$ cat src/rtl/operand_loader.sv
// rtl/operand_loader.sv - two-operand loader FSM feeding an external add/subtract unit
// Optional macro OPERAND_LOADER_LOAD_EDGE_EN: load acts on its rising edge instead of its level.
module operand_loader #(
  parameter int COUNT_W = 8
) (
  input  logic               clk,
  input  logic               rst,
  input  logic [3:0]         data_in,
  input  logic               op_in,
  input  logic               load,
  input  logic               clear,
  output logic [3:0]         a_out,
  output logic [3:0]         b_out,
  output logic               op_out,
  input  logic [4:0]         r_in,
  input  logic               ovf_in,
  input  logic               zero_in,
  input  logic               sinal_in,
  output logic [4:0]         result,
  output logic               overflow,
  output logic               zero,
  output logic               sinal,
  output logic               valid,
  output logic [1:0]         state,
  output logic [COUNT_W-1:0] op_count
);

  localparam logic [1:0] IDLE   = 2'b00;
  localparam logic [1:0] HAVE_A = 2'b01;
  localparam logic [1:0] EXEC   = 2'b10;
  localparam logic [1:0] DONE   = 2'b11;

  logic load_evt;

`ifdef OPERAND_LOADER_LOAD_EDGE_EN
  logic load_d;

  always_ff @(posedge clk or posedge rst) begin
    if (rst) load_d <= 1'b0;
    else     load_d <= load;
  end

  assign load_evt = load & ~load_d;
`else
  assign load_evt = load;
`endif

  always_ff @(posedge clk or posedge rst) begin
    if (rst) begin
      state    <= IDLE;
      a_out    <= 4'd0;
      b_out    <= 4'd0;
      op_out   <= 1'b0;
      result   <= 5'd0;
      overflow <= 1'b0;
      zero     <= 1'b0;
      sinal    <= 1'b0;
      valid    <= 1'b0;
      op_count <= '0;
    end else if (clear) begin
      // Abort in any state; the completed-operation count survives.
      state    <= IDLE;
      a_out    <= 4'd0;
      b_out    <= 4'd0;
      op_out   <= 1'b0;
      result   <= 5'd0;
      overflow <= 1'b0;
      zero     <= 1'b0;
      sinal    <= 1'b0;
      valid    <= 1'b0;
    end else begin
      case (state)
        IDLE: begin
          if (load_evt) begin
            a_out <= data_in;
            state <= HAVE_A;
          end
        end
        HAVE_A: begin
          if (load_evt) begin
            b_out  <= data_in;
            op_out <= op_in;
            state  <= EXEC;
          end
        end
        EXEC: begin
          // The downstream unit has had a full cycle to settle on a_out/b_out/op_out.
          result   <= r_in;
          overflow <= ovf_in;
          zero     <= zero_in;
          sinal    <= sinal_in;
          valid    <= 1'b1;
          op_count <= op_count + COUNT_W'(1);
          state    <= DONE;
        end
        default: begin
          if (load_evt) begin
            a_out <= data_in;
            valid <= 1'b0;
            state <= HAVE_A;
          end
        end
      endcase
    end
  end

endmodule

$ cat config.mk
export PLATFORM = sky130hd
export DESIGN_NAME = operand_loader
export DESIGN_NICKNAME = d
export VERILOG_FILES = /design/src/rtl/operand_loader.sv
export SDC_FILE = /design/constraint.sdc
export NUM_CORES = 1
export LEC_CHECK = 0
export ABC_CLOCK_PERIOD_IN_PS = 2100
export BUFFER_PORTS_ARGS = -buffer_cell sky130_fd_sc_hd__buf_2
export CAP_MARGIN = 0
export CORE_ASPECT_RATIO = 0.75
export CORE_MARGIN = 4
export CORE_UTILIZATION = 52
export DETAILED_ROUTE_END_ITERATION = 10
export PLACE_DENSITY = 0.83
export SLEW_MARGIN = 30
export SYNTH_ARGS = -nofsm -noshare
export SYNTH_HDL_FRONTEND = slang
export SYNTH_SLANG_ARGS = --single-unit
$ cat constraint.sdc
create_clock -name clk -period 2.1 [get_ports clk]
set_input_delay 0.21 -clock clk [delete_from_list [all_inputs] [get_ports clk]]
set_output_delay 0.21 -clock clk [all_outputs]
set_load 0.02 [all_outputs]
==> out/qor.csv <==
metric,value,unit
clk_pin_slew_worst_paths,140,ps
arrival,1910,ps
hold_path_startpoint,zero_in,
route.detailed.drc,0,
cts_tree,done,
grt_pass1_vias,931,
grt_pass1_wl,4.291,mm
drt_first_pass_iters,4,
ys_warn_count,0,
layout-drive-gt1-share,33.55,%
grt_overflow,0,
port_buffers,44,
min_to,zero$_DFFE_PP0P_,
cts_setup_buffers,0,
cap_violations,0,
grt_setup_unrepaired,no,
final-setup-viol-count,0,
place.gp.congestion,0.7567,
syn_inst,109,
hpwl,1.891,mm
cts_max_path_buffers,2,
vias,933,
clk_latency,320,ps
syn-cell-area,1247,um^2
busiest_layer,met2,
drv_slew,0,
num_rows,15,
finalClockSkew,6.309,ps
cp_max_fo,9,
p_leak,0.8217,nW
grt_max_degree,29,
clock-sinks,28,
status,"finished, final reports clean",
wl_per_cell,13.12,um
cp_slowest_cell,dfrtp_1,
critPathLaunchType,register,
max_clock_freq,605.0,MHz
ios,45,
wl,2.480,mm
synthDistinctLibCells,23,
cp.required,2350,ps
numCtsBuffers,3,
maxSlewHeadroom,75.57,%
period_minus_slack,1653,ps
viasPerCell,4.937,
dieArea,3255,um^2
critical_path.max_stage_delay,400,ps
grt_antenna_before_repair,0,
hold_violations,0,
use_met3,6.040,%
core,2290,um^2
period_share,78.71,%
fin_tns_setup,0,ps
ys_seq_area_share,56.17,%
crit_type,reg -> reg,
ff2ff_setup_slack,450,ps
critPathCaptureType,register,
cts_hold_buffers,1,
fin_area,1558,um^2
cts_resized,0,
fillers,200,
r2r-start,state[0]$_DFFE_PP0P_,
whs_path_depth,3,
worstHoldPathType,in -> reg,
area_delta_synth_final,24.87,%
placed_area,1495,um^2
ant_nets,0,
clock-root-buffer,clkbuf_4,
worstMarginPinSlew,366.5,ps
powerDensity,806.9,nW/um^2
drt_iter0_markers,27,
crit_chain,inv_1 -> ha_1 -> buf_4 -> nor2b_1 -> or3_1 -> a21oi_1,
dieHeight,50.42,um
fin_nets,178,
r2r.worst_path.cells,6,
track_usage,17.09,%
vdd_ir_drop_max,0.0004215,V
synth_nets,131,
syn_avg_cell_area,11.44,um^2
antenna_cells,0,
ys_seq_elements,28,
start_util,54.48,%
use_met1,21.95,%
rr_endpoint,state[1]$_DFFE_PP0P_,
met2_usage,28.25,%
cts_max_level,1,
die_w,64.56,um
per-layer routing:
metal  vias to the layer above  wire [um]
met4                         0         14
met2                        32       1165
met3                         2        189
met1                       441       1110
met5                         -          0
li1                        458          -
worst max-delay path: cells and delay by family, from the launching register on:
| family | cells | cell delay (ps) |
|---|---|---|
| compound gates | 1 | 140 |
| fa+ha+maj | 1 | 250 |
| flops | 1 | 400 |
| buf+inv | 2 | 300 |
| simple gates | 2 | 480 |
cells by family (layout without fill, tap and decap cells):
kind of cell / after synthesis / after routing / share of synthesized area (%)
xor+xnor: 7 / 7 / 4.915
fa+ha+maj: 5 / 5 / 5.015
mux: 13 / 13 / 10.53
simple gates: 37 / 37 / 14.54
compound gates: 11 / 11 / 5.516
buf+inv: 8 / 54 / 3.310
flops: 28 / 28 / 56.17
registers in the layout, summed over array words and instances, names as in the netlist:
| register | count |
|---|---|
| a_out | 4 |
| b_out | 4 |
| op_count | 8 |
| op_out | 1 |
| overflow | 1 |
| result | 5 |
| sinal | 1 |
| state | 2 |
| valid | 1 |
| zero | 1 |
synthesized netlist by cell type:
cell	count	area [um^2]
nand2_1	8	30.03
buf_4	1	7.510
a21oi_1	7	35.03
nand3_1	5	25.02
mux2_2	1	11.26
nand4_1	4	25.02
and4b_1	1	10.01
xor2_1	1	8.760
nor2b_1	3	18.77
xnor2_1	6	52.55
o21ai_0	3	15.01
nor2_1	12	45.04
and3_1	1	6.260
dfrtp_1	28	700.7
ha_1	5	62.56
nand2b_1	1	6.260
o21bai_4	1	18.77
inv_1	3	11.26
or3_1	1	6.260
mux2i_1	12	120.1
buf_6	1	11.26
or3b_1	1	8.760
clkbuf_1	3	11.26
final cells by class:
cell class,instances,area [um^2],area share (%)
timing repair buffer,47,245.2,15.74
clock buffer,3,22.52,1.446
tap,34,42.54,2.731
inverter,3,11.26,0.7229
sequential,28,700.7,44.98
multi-input combinational,73,505.5,32.45
clock inverter,1,30.03,1.928
report_power, final:
group | leakage (nW) | internal [W] | switching [W]
Clock | 0.0279 | 0.000193 | 0.000152
Sequential | 0.381 | 0.000586 | 0.0000511
Combinational | 0.413 | 0.000111 | 0.000164
how the worst max path moves through the flow:
stage,cells after the start,start,to,slack [ps]
after floorplan,6,state[0]$_DFFE_PP0P_,state[1]$_DFFE_PP0P_,560
after global placement,6,state[0]$_DFFE_PP0P_,state[1]$_DFFE_PP0P_,610
after detailed placement,6,state[0]$_DFFE_PP0P_,state[1]$_DFFE_PP0P_,490
after CTS,6,state[0]$_DFFE_PP0P_,state[1]$_DFFE_PP0P_,450
after global routing,6,state[0]$_DFFE_PP0P_,state[1]$_DFFE_PP0P_,330
final,6,state[0]$_DFFE_PP0P_,state[1]$_DFFE_PP0P_,450
per-stage QoR:
step | utilization, % | total power (W) | setup WS, ps | cells | hold slack [ps]
after floorplan | - | 0.0008244 | 560.2 | 109 | 275.4
after global placement | 65.30 | 0.0009123 | 609.0 | 184 | 284.0
after detailed placement | 65.30 | 0.0009218 | 491.4 | 184 | 291.1
after CTS | 68.03 | 0.001272 | 446.2 | 189 | 105.1
after global routing | 68.03 | 0.001332 | 331.1 | 189 | 87.61
final | 68.03 | 0.001257 | 447.1 | 189 | 116.7
layout by cell type, fill, tap and decap left out, types with 2 or more instances in the layout:
cell | netlist | layout
dfrtp_1 | 28 | 28
inv_1 | 3 | 3
buf_2 | 0 | 44
nand2_1 | 8 | 8
clkbuf_4 | 0 | 3
buf_4 | 1 | 2
nor2b_1 | 3 | 3
o21ai_0 | 3 | 3
nand4_1 | 4 | 4
nor2_1 | 12 | 12
xnor2_1 | 6 | 6
nand3_1 | 5 | 5
ha_1 | 5 | 5
a21oi_1 | 7 | 7
mux2i_1 | 12 | 12
Power figures use the tool's default switching activity.
